[config.mk]
export PLATFORM = sky130hd
export DESIGN_NAME = pio_irq_debounce_flat
export DESIGN_NICKNAME = d
export VERILOG_FILES = /design/src/rtl/pio_irq_debounce_if.sv /design/src/rtl/pio_irq_debounce.sv /design/src/flat_wrapper.sv
export SDC_FILE = /design/constraint.sdc
export NUM_CORES = 1
export LEC_CHECK = 0
export ABC_AREA = 0
export BUFFER_PORTS_ARGS = -buffer_cell sky130_fd_sc_hd__buf_2
export CAP_MARGIN = 30
export CORE_MARGIN = 1
export CORE_UTILIZATION = 50
export CTS_CLUSTER_DIAMETER = 80
export DETAILED_ROUTE_END_ITERATION = 10
export PLACE_DENSITY = 0.77
export SLEW_MARGIN = 20
export SYNTH_ARGS = -nofsm -noshare
export SYNTH_HDL_FRONTEND = slang
export SYNTH_SLANG_ARGS = --single-unit
[constraint.sdc]
create_clock -name clk_clk -period 3.15 [get_ports clk_clk]
set_input_delay 0.63 -clock clk_clk [delete_from_list [all_inputs] [get_ports clk_clk]]
set_output_delay 0.63 -clock clk_clk [all_outputs]
set_load 0.05 [all_outputs]
[src/rtl/pio_irq_debounce_if.sv]
// Avalon-MM slave bus bundle for the pio_irq_debounce peripheral.
interface pio_irq_debounce_if;
  logic [2:0]  avs_address;
  logic        avs_read;
  logic        avs_write;
  logic [31:0] avs_writedata;
  logic [31:0] avs_readdata;

  modport master (
    output avs_address, avs_read, avs_write, avs_writedata,
    input  avs_readdata
  );

  modport slave (
    input  avs_address, avs_read, avs_write, avs_writedata,
    output avs_readdata
  );
endinterface

[src/rtl/pio_irq_debounce.sv]
// Avalon-MM PIO: synchronised, debounced inputs with edge capture and masked irq; set/clear outputs.
// Optional feature macro: PIO_DEBOUNCE_EN (per-bit debounce counters; otherwise stable follows sync).
module pio_irq_debounce #(
  parameter int unsigned          IN_WIDTH        = 4,
  parameter int unsigned          OUT_WIDTH       = 32,
  parameter int unsigned          DEBOUNCE_CYCLES = 50000,
  parameter int unsigned          EDGE_MODE       = 2,
  parameter logic [OUT_WIDTH-1:0] OUT_RESET       = '0
) (
  input  logic                 clk_clk,
  input  logic                 reset_reset_n,
  pio_irq_debounce_if.slave    avs,
  output logic                 irq,
  input  logic [IN_WIDTH-1:0]  in_port,
  output logic [OUT_WIDTH-1:0] out_port
);

  localparam logic [2:0] A_DATA_IN  = 3'd0;
  localparam logic [2:0] A_DATA_OUT = 3'd1;
  localparam logic [2:0] A_IRQ_MASK = 3'd2;
  localparam logic [2:0] A_EDGE_CAP = 3'd3;
  localparam logic [2:0] A_OUT_SET  = 3'd4;
  localparam logic [2:0] A_OUT_CLR  = 3'd5;

  typedef enum logic [1:0] {PRIME0, PRIME1, PRIME2, RUN} state_e;

  state_e state_q, state_d;
  logic   run_c, prime_load_c;

  logic [IN_WIDTH-1:0]  sync1_q, sync_q;
  logic [IN_WIDTH-1:0]  stable_q, stable_d;
  logic [IN_WIDTH-1:0]  mask_q, mask_d;
  logic [IN_WIDTH-1:0]  cap_q, cap_d;
  logic [IN_WIDTH-1:0]  edge_set_c, cap_clr_c, rise_c, fall_c;
  logic [OUT_WIDTH-1:0] data_out_q, data_out_d;
  logic [31:0]          rdata_q, rdata_d;
  logic [IN_WIDTH-1:0]  wdata_in_c;
  logic [OUT_WIDTH-1:0] wdata_out_c;
  logic                 unused_wdata_c;

  // Priming sequencer state register
  always_ff @(posedge clk_clk) begin
    if (!reset_reset_n) state_q <= PRIME0;
    else                state_q <= state_d;
  end

  always_comb begin
    state_d      = state_q;
    run_c        = 1'b0;
    prime_load_c = 1'b0;
    case (state_q)
      PRIME0:  state_d = PRIME1;
      PRIME1:  state_d = PRIME2;
      PRIME2: begin
        state_d      = RUN;
        prime_load_c = 1'b1;
      end
      RUN:     run_c = 1'b1;
      default: state_d = PRIME0;
    endcase
  end

  // Two-flop synchroniser
  always_ff @(posedge clk_clk) begin
    if (!reset_reset_n) begin
      sync1_q <= '0;
      sync_q  <= '0;
    end else begin
      sync1_q <= in_port;
      sync_q  <= sync1_q;
    end
  end

`ifdef PIO_DEBOUNCE_EN
  localparam int unsigned     CNT_W   = $clog2(DEBOUNCE_CYCLES);
  localparam logic [CNT_W-1:0] CNT_MAX = CNT_W'(DEBOUNCE_CYCLES - 1);

  logic [CNT_W-1:0] cnt_q [IN_WIDTH];
  logic [CNT_W-1:0] cnt_d [IN_WIDTH];

  // A bit is accepted only after sync has differed from stable for DEBOUNCE_CYCLES clocks
  always_comb begin
    stable_d = stable_q;
    for (int i = 0; i < int'(IN_WIDTH); i++) begin
      cnt_d[i] = '0;
      if (run_c && (sync_q[i] != stable_q[i])) begin
        if (cnt_q[i] == CNT_MAX) stable_d[i] = sync_q[i];
        else                     cnt_d[i]    = cnt_q[i] + CNT_W'(1);
      end
    end
    if (prime_load_c) stable_d = sync_q;
  end

  always_ff @(posedge clk_clk) begin
    for (int i = 0; i < int'(IN_WIDTH); i++) begin
      if (!reset_reset_n) cnt_q[i] <= '0;
      else                cnt_q[i] <= cnt_d[i];
    end
  end
`else
  localparam int unsigned unused_debounce_cycles = DEBOUNCE_CYCLES;

  always_comb begin
    stable_d = stable_q;
    if (run_c || prime_load_c) stable_d = sync_q;
  end
`endif

  // Edges are only recognised once running; the priming load never captures
  always_comb begin
    rise_c = run_c ? (stable_d & ~stable_q) : '0;
    fall_c = run_c ? (~stable_d & stable_q) : '0;
    if (EDGE_MODE == 0)      edge_set_c = rise_c;
    else if (EDGE_MODE == 1) edge_set_c = fall_c;
    else                     edge_set_c = rise_c | fall_c;
  end

  assign wdata_in_c     = avs.avs_writedata[IN_WIDTH-1:0];
  assign wdata_out_c    = avs.avs_writedata[OUT_WIDTH-1:0];
  assign unused_wdata_c = ^avs.avs_writedata;

  // Register writes and read-data capture
  always_comb begin
    data_out_d = data_out_q;
    mask_d     = mask_q;
    cap_clr_c  = '0;
    rdata_d    = rdata_q;
    if (avs.avs_write) begin
      case (avs.avs_address)
        A_DATA_OUT: data_out_d = wdata_out_c;
        A_IRQ_MASK: mask_d     = wdata_in_c;
        A_EDGE_CAP: cap_clr_c  = wdata_in_c;
        A_OUT_SET:  data_out_d = data_out_q | wdata_out_c;
        A_OUT_CLR:  data_out_d = data_out_q & ~wdata_out_c;
        default:    ;
      endcase
    end
    if (avs.avs_read) begin
      case (avs.avs_address)
        A_DATA_IN:  rdata_d = 32'(stable_q);
        A_DATA_OUT: rdata_d = 32'(data_out_q);
        A_IRQ_MASK: rdata_d = 32'(mask_q);
        A_EDGE_CAP: rdata_d = 32'(cap_q);
        default:    rdata_d = '0;
      endcase
    end
    // A new edge beats a simultaneous write-1-to-clear
    cap_d = (cap_q & ~cap_clr_c) | edge_set_c;
  end

  always_ff @(posedge clk_clk) begin
    if (!reset_reset_n) begin
      stable_q   <= '0;
      mask_q     <= '0;
      cap_q      <= '0;
      data_out_q <= OUT_RESET;
      rdata_q    <= '0;
    end else begin
      stable_q   <= stable_d;
      mask_q     <= mask_d;
      cap_q      <= cap_d;
      data_out_q <= data_out_d;
      rdata_q    <= rdata_d;
    end
  end

  assign irq              = |(cap_q & mask_q);
  assign out_port         = data_out_q;
  assign avs.avs_readdata = rdata_q;

endmodule
[src/flat_wrapper.sv]
// flat-port wrapper written by rule: the top's interface ports become plain ports
module pio_irq_debounce_flat 
#(
  parameter int unsigned          IN_WIDTH        = 4,
  parameter int unsigned          OUT_WIDTH       = 32,
  parameter int unsigned          DEBOUNCE_CYCLES = 50000,
  parameter int unsigned          EDGE_MODE       = 2,
  parameter logic [OUT_WIDTH-1:0] OUT_RESET       = '0
)
  (clk_clk, reset_reset_n, irq, in_port, out_port, avs_avs_address, avs_avs_read, avs_avs_write, avs_avs_writedata, avs_avs_readdata);
  pio_irq_debounce_if avs_i ();
  input  logic clk_clk;
  input  logic reset_reset_n;
  output logic irq;
  input  logic [IN_WIDTH-1:0] in_port;
  output logic [OUT_WIDTH-1:0] out_port;
  input wire logic [$bits(avs_i.avs_address)-1:0] avs_avs_address;
  input wire logic [$bits(avs_i.avs_read)-1:0] avs_avs_read;
  input wire logic [$bits(avs_i.avs_write)-1:0] avs_avs_write;
  input wire logic [$bits(avs_i.avs_writedata)-1:0] avs_avs_writedata;
  output wire logic [$bits(avs_i.avs_readdata)-1:0] avs_avs_readdata;
  assign avs_i.avs_address = avs_avs_address;
  assign avs_i.avs_read = avs_avs_read;
  assign avs_i.avs_write = avs_avs_write;
  assign avs_i.avs_writedata = avs_avs_writedata;
  assign avs_avs_readdata = avs_i.avs_readdata;
  pio_irq_debounce #(.IN_WIDTH(IN_WIDTH), .OUT_WIDTH(OUT_WIDTH), .DEBOUNCE_CYCLES(DEBOUNCE_CYCLES), .EDGE_MODE(EDGE_MODE), .OUT_RESET(OUT_RESET)) u_core (.clk_clk(clk_clk), .reset_reset_n(reset_reset_n), .avs(avs_i), .irq(irq), .in_port(in_port), .out_port(out_port));
endmodule
==> reports/results.ini, run 1 <==
[clock_tree]
cts_max_path_buffers = 2
cts_buffers = 9
cts-root-buf = clkbuf_8
htree_num_levels = 3
clock_latency_ns = 0.36
hold_buffers = 0
clk_pin_slew_worst_paths_ns = 0.08
cts_tree = built
cts_resized = 0
postCtsSetupBuffers = 0
cts_sinks = 86

[worst_setup_path]
r2r-end = u_core.stable_q[0]
crit_required_ns = 3.43
critPathLaunchType = input pin
reg2reg_depth = 5
cp-end-kind = flip-flop
reg2reg_from = u_core.state_q[0]
max_stage_delay_ns = 0.70
path_buf_inv = 1
r2r_slack_ns = 1.89
worstSetupPathType = in -> reg
cp.arrival_ns = 2.20
slowest_stage = xor2_4
worstPathCellList = buf_2, xor2_4, nand3_1, a21boi_0
crit_family = XOR/XNOR gates
path_max_fanout = 38

[place]
dpl.hpwl_um = 6147
port_buffers = 107
place_area_um2 = 4387
globalplace.congestion = 0.7839

[drt]
drt_iter0_drc = 208
vias = 3309
ant_nets = 0
wl_per_cell_um = 15.01
wl_um = 9154
first_pass_iters = 4
vias_per_cell = 5.425
drc = 0

[finish]
n_antenna_cell = 0
final_cell_mix = buf_2, dfxtp_1, nor2b_1, o21ai_0
finalInstanceArea_um2 = 4574
area_growth_pct = 17.56
nets = 554
layout_commonest_cell = buf_2
drive_gt1_share_pct = 26.42

[logic_synthesis]
synth_cells = 418
synthTopCellsByArea = dfxtp_1, nor2b_1, nor3b_1, a21boi_1, o21ai_0
synth.top_cell.area_share_pct = 44.24
synth_nets = 465
seq_area_frac_synth_pct = 44.24
ys_seq_elements = 86
syn_area_um2 = 3891
avgSynthCellArea_um2 = 9.309
synth_top_cell_by_area = dfxtp_1
ys_types = 33
yosys_warnings = 0

[sta]
fin_skew_ns = 0.006875
setup_violations = 0
period_share_pct = 61.04
slew_headroom_pct = 44.89
slew_viol_final = 0
period_minus_slack_ns = 1.923
max_freq_mhz = 520.1
timing.hold.ws_ns = 0.4365
worst_slew_pin_slew_ns = 0.8254
rsz0062_at_grt = false
hold_violations = 0
finalSetupTns_ns = 0

[die]
die_area_um2 = 8140
die_w_um = 90.22
core_um2 = 7370
rows = 31
io_pins = 108
die_height_um = 90.22
initial_core_util_pct = 52.80

[min_path]
worstHoldStart = u_core.sync1_q[2]
hold_path.class = reg -> reg
min_path_cells = 1
min_to = u_core.sync_q[2]

[run_status]
outcome = complete, no violations

[pwr]
seqPwrFrac_pct = 52.1
p_leak_nw = 1.899
switching_share_pct = 27.40
comb_power_share_pct = 13.4
ir_drop_mv = 0.3479
p_switching_w = 0.0006050
p_per_area_nw_per_um2 = 482.6
clkPwrFrac_pct = 34.5
intPower_w = 0.001603

[grt]
grt_pass1_vias = 3092
grt-ovfl-total = 0
grtUsageTotal_pct = 23.31
antenna_found_initial = 0
grt_max_degree = 40
grt_pass1_wl_um = 15350

[run]
cap_viol_max_count = 0

-- per-stage QoR --
stage                     power, W  util [%]  setup WS, ns  std cells
after floorplan           0.001393         -         1.579        418
after global placement    0.001465     59.52        0.9398        595
after detailed placement  0.001472     59.52        0.9010        595
after CTS                 0.002219     62.07         1.203        610
after global routing      0.002308     62.07        0.9962        610
final                     0.002208     62.07         1.227        610
-- synthesized netlist by cell type --
cell and count:
a21boi_0 6, a21boi_1 30, a21oi_1 25, a21oi_2 3
a22oi_1 2, a32o_1 4, and2_1 11, and2b_1 3
and4b_1 1, and4bb_2 1, buf_12 1, buf_2 3
buf_4 1, buf_6 6, buf_8 1, clkbuf_1 23
dfxtp_1 86, ha_1 4, inv_1 2, mux2i_1 12
nand2_1 11, nand3_1 32, nand3b_1 2, nor2_1 1
nor2b_1 62, nor3b_1 32, nor4bb_4 1, o21a_1 4
o21ai_0 38, o22ai_1 4, or3b_1 1, xor2_1 4
xor2_4 1
-- final cells by class --
| type | instances | area (um^2) |
|---|---|---|
| well taps | 99 | 123.9 |
| inverters | 2 | 7.507 |
| clock inverters | 5 | 50.05 |
| clock buffers | 10 | 137.6 |
| multi-input cells | 295 | 1953 |
| repair buffers | 113 | 580.6 |
| flip-flops and latches | 86 | 1722 |
| fillers | 655 | 2795 |
-- layer usage --
metal / track usage (%) / wire, um / vias up / part of all wire [%]
li1: - / - / 1625 / -
met1: 30.53 / 4150 / 1567 / 45
met2: 37.28 / 4288 / 99 / 47
met3: 4.738 / 511 / 18 / 5.6
met4: 9.812 / 204 / 0 / 2.2
met5: 0 / 0 / - / 0
-- registers in the layout, summed over array words and instances (netlist names) --
| name | count |
|---|---|
| u_core.avs.avs_readdata | 32 |
| u_core.cap_q | 4 |
| u_core.mask_q | 4 |
| u_core.out_port | 32 |
| u_core.stable_q | 4 |
| u_core.state_q | 2 |
| u_core.sync1_q | 4 |
| u_core.sync_q | 4 |
-- cells by family after synthesis --
logic type,after synthesis,share of synthesized area [%]
flip-flops,86,44.24
XOR/XNOR,5,1.608
adder cells (fa/ha/maj),4,1.286
multiplexers,12,3.087
AO/OA/AOI/OAI,116,18.55
AND/OR/NAND/NOR,158,25.59
buffers and inverters,37,5.627
-- how the worst max path moves through the flow --
stage	start	endpoint	slack [ns]	cells past startpoint
2_1_floorplan	avs_avs_address[2]	u_core.avs.avs_readdata[22]	1.58	6
3_3_place_gp	avs_avs_address[2]	u_core.out_port[8]	0.94	4
3_5_place_dp	avs_avs_address[1]	u_core.out_port[15]	0.90	5
4_1_cts	avs_avs_address[1]	u_core.out_port[0]	1.20	5
5_1_grt	avs_avs_address[2]	u_core.out_port[0]	1.0	4
6_report	avs_avs_address[2]	u_core.out_port[0]	1.23	4
-- power by group through the flow --
stage | logic, W | clock network [W] | registers, W
2_1_floorplan | 0.000164 | 0 | 0.00123
3_3_place_gp | 0.000291 | 0 | 0.00117
3_5_place_dp | 0.000296 | 0 | 0.00118
4_1_cts | 0.000298 | 0.000770 | 0.00115
5_1_grt | 0.000324 | 0.000828 | 0.00116
6_report | 0.000296 | 0.000761 | 0.00115
Note: power is estimated with default switching activity, not from simulation.
==> run 2: changes to the inputs <==
--- a/config.mk
+++ b/config.mk
@@ -9,10 +9,10 @@
 export BUFFER_PORTS_ARGS = -buffer_cell sky130_fd_sc_hd__buf_2
 export CAP_MARGIN = 30
 export CORE_MARGIN = 1
-export CORE_UTILIZATION = 50
+export CORE_UTILIZATION = 47
 export CTS_CLUSTER_DIAMETER = 80
 export DETAILED_ROUTE_END_ITERATION = 10
-export PLACE_DENSITY = 0.77
+export PLACE_DENSITY = 0.76
 export SLEW_MARGIN = 20
 export SYNTH_ARGS = -nofsm -noshare
 export SYNTH_HDL_FRONTEND = slang
==> constraint.sdc (replaced) <==
create_clock -name clk_clk -period 1.7 [get_ports clk_clk]
set_input_delay 0.34 -clock clk_clk [delete_from_list [all_inputs] [get_ports clk_clk]]
set_output_delay 0.34 -clock clk_clk [all_outputs]
set_load 0.05 [all_outputs]
==> run 2 against run 1 <==
  * Setup slack worse by 1.0 ns
  * Cell count is 1.8% higher
  * Sequential share of layout area is 0.96 points lower
  * Largest power group unchanged
  * Highest routed layer unchanged
==> reports/results.ini, run 2 (synthesis gave the netlist of run 1 again) <==
[sta]
finalSetupTns_ns = 0  ; unchanged
period_minus_slack_ns = 1.504
fin_skew_ns = 0.01332  ; was 0.006875 ns
max_freq_mhz = 665.1
worst_slew_pin_slew_ns = 0.3693  ; was 0.8254 ns
hold_violations = 0  ; unchanged
period_share_pct = 88.44
setup_violations = 0  ; unchanged
slew_viol_final = 0  ; unchanged
rsz0062_at_grt = false  ; unchanged
slew_headroom_pct = 75.38  ; was 44.89%

[worst_setup_path]
reg2reg_from = u_core.state_q[0]  ; unchanged
worstSetupPathType = reg -> out  ; was in -> reg
r2r-end = u_core.stable_q[2]  ; was u_core.stable_q[0]
crit_required_ns = 1.36  ; was 3.43 ns
cp-end-kind = output pin  ; was flip-flop
critPathLaunchType = flip-flop  ; was input pin
reg2reg_depth = 5  ; unchanged
path_max_fanout = 3  ; was 38
cp.arrival_ns = 1.16  ; was 2.20 ns
r2r_slack_ns = 0.42  ; was 1.89 ns

[clock_tree]
cts_tree = built  ; unchanged
clk_pin_slew_worst_paths_ns = 0.09  ; was 0.08 ns
htree_num_levels = 3  ; unchanged
cts_sinks = 86  ; unchanged
cts_max_path_buffers = 2  ; unchanged
hold_buffers = 0  ; unchanged
cts_resized = 0  ; unchanged
cts_buffers = 9  ; unchanged
cts-root-buf = clkbuf_8  ; unchanged
clock_latency_ns = 0.35  ; was 0.36 ns
postCtsSetupBuffers = 0  ; unchanged

[min_path]
min_path_cells = 2  ; was 1
hold_path.class = in -> reg  ; was reg -> reg
min_to = u_core.sync1_q[0]  ; was u_core.sync_q[2]
worstHoldStart = in_port[0]  ; was u_core.sync1_q[2]

[grt]
grt_max_degree = 33  ; was 40
grt-ovfl-total = 0  ; unchanged
grtUsageTotal_pct = 22.05  ; was 23.31%
grt_pass1_wl_um = 15150  ; was 15350 um
antenna_found_initial = 0  ; unchanged
grt_pass1_vias = 3247  ; was 3092

[pwr]
seqPwrFrac_pct = 49.5  ; was 52.1%
comb_power_share_pct = 13.5  ; was 13.4%
ir_drop_mv = 0.4612  ; was 0.3479 mV
switching_share_pct = 27.45  ; was 27.40%
intPower_w = 0.003128  ; was 0.001603 W
p_leak_nw = 1.948  ; was 1.899 nW
p_per_area_nw_per_um2 = 918.4  ; was 482.6 nW/um^2
p_switching_w = 0.001183  ; was 0.0006050 W
clkPwrFrac_pct = 37.0  ; was 34.5%

[die]
rows = 32  ; was 31
io_pins = 108  ; unchanged
initial_core_util_pct = 49.59  ; was 52.80%
core_um2 = 7848  ; was 7370 um^2
die_height_um = 92.99  ; was 90.22 um
die_area_um2 = 8647  ; was 8140 um^2
die_w_um = 92.99  ; was 90.22 um

[finish]
n_antenna_cell = 0  ; unchanged
area_growth_pct = 20.64  ; was 17.56%
final_cell_mix = buf_2, dfxtp_1, nor2b_1, o21ai_0  ; unchanged
layout_commonest_cell = buf_2  ; unchanged
drive_gt1_share_pct = 27.55  ; was 26.42%
finalInstanceArea_um2 = 4695  ; was 4574 um^2
nets = 562  ; was 554

[place]
globalplace.congestion = 0.7848  ; was 0.7839
port_buffers = 107  ; unchanged
place_area_um2 = 4476  ; was 4387 um^2
dpl.hpwl_um = 6362  ; was 6147 um

[drt]
wl_um = 9183  ; was 9154 um
vias = 3322  ; was 3309
wl_per_cell_um = 14.79  ; was 15.01 um
drt_iter0_drc = 206  ; was 208
first_pass_iters = 4  ; unchanged
ant_nets = 0  ; unchanged
drc = 0  ; unchanged
vias_per_cell = 5.349  ; was 5.425

[run_status]
outcome = complete, no violations  ; unchanged

[run]
cap_viol_max_count = 0  ; unchanged

-- run 2: cell count changes in the layout (fill, tap and decap cells not counted), sizes merged --
cell,delta
buf,+8
bufinv,+1
clkbuf,-1
clkinv,-4
clkinvlp,+2
inv,+2
-- run 2: power by group through the flow --
stage          registers, W  clock network, W  logic [W]
2_1_floorplan       0.00228                 0   0.000304
5_1_grt             0.00214           0.00170   0.000634
3_3_place_gp        0.00218                 0   0.000569
3_5_place_dp        0.00218                 0   0.000582
4_1_cts             0.00213           0.00164   0.000584
6_report            0.00213           0.00160   0.000583
-- run 2: through the flow --
stage | total power, W | hold slack, ns | std cells | util, % | setup WS (ns)
after floorplan | 0.002581 | 0.4119 | 418 | - | 0.4190
after global placement | 0.002744 | 0.4139 | 606 | 57.03 | 0.2694
after detailed placement | 0.002761 | 0.4193 | 606 | 57.03 | 0.2113
after CTS | 0.004354 | 0.1786 | 621 | 59.82 | 0.1688
after global routing | 0.004477 | 0.1886 | 621 | 59.82 | 0.08904
final | 0.004311 | 0.1918 | 621 | 59.82 | 0.1965
-- run 2: layout make-up --
type | count | area, um^2
clock buffer | 9 | 123.9
clock inverter | 6 | 95.09
sequential | 86 | 1722
inverter | 2 | 7.507
fill | 711 | 3153
tap | 102 | 127.6
multi-input combinational | 295 | 1953
timing repair buffer | 121 | 665.6
-- run 2: routing by layer --
| layer | wire (um) | vias to the layer above | GRT usage [%] |
|---|---|---|---|
| met5 | 0 | - | 0 |
| met4 | 127 | 0 | 7.949 |
| met3 | 570 | 11 | 5.041 |
| met2 | 4381 | 105 | 38.17 |
| met1 | 4104 | 1566 | 26.67 |
| li1 | - | 1640 | - |
-- run 2: worst max-delay path: stages, from the launching register on --
cell and delay, ns:
dfxtp_1 0.33, a22oi_1 0.19, nand2_1 0.08, buf_2 0.21
-- run 2: worst max path at each step --
stage	startpoint	to	slack, ns	depth (start not counted)
2_1_floorplan	avs_avs_address[2]	u_core.avs.avs_readdata[22]	0.42	6
3_3_place_gp	avs_avs_address[2]	u_core.out_port[18]	0.27	5
3_5_place_dp	avs_avs_address[2]	u_core.avs.avs_readdata[16]	0.21	5
4_1_cts	u_core.cap_q[2]	irq	0.17	3
5_1_grt	u_core.cap_q[2]	irq	0.09	3
6_report	u_core.cap_q[2]	irq	0.20	3
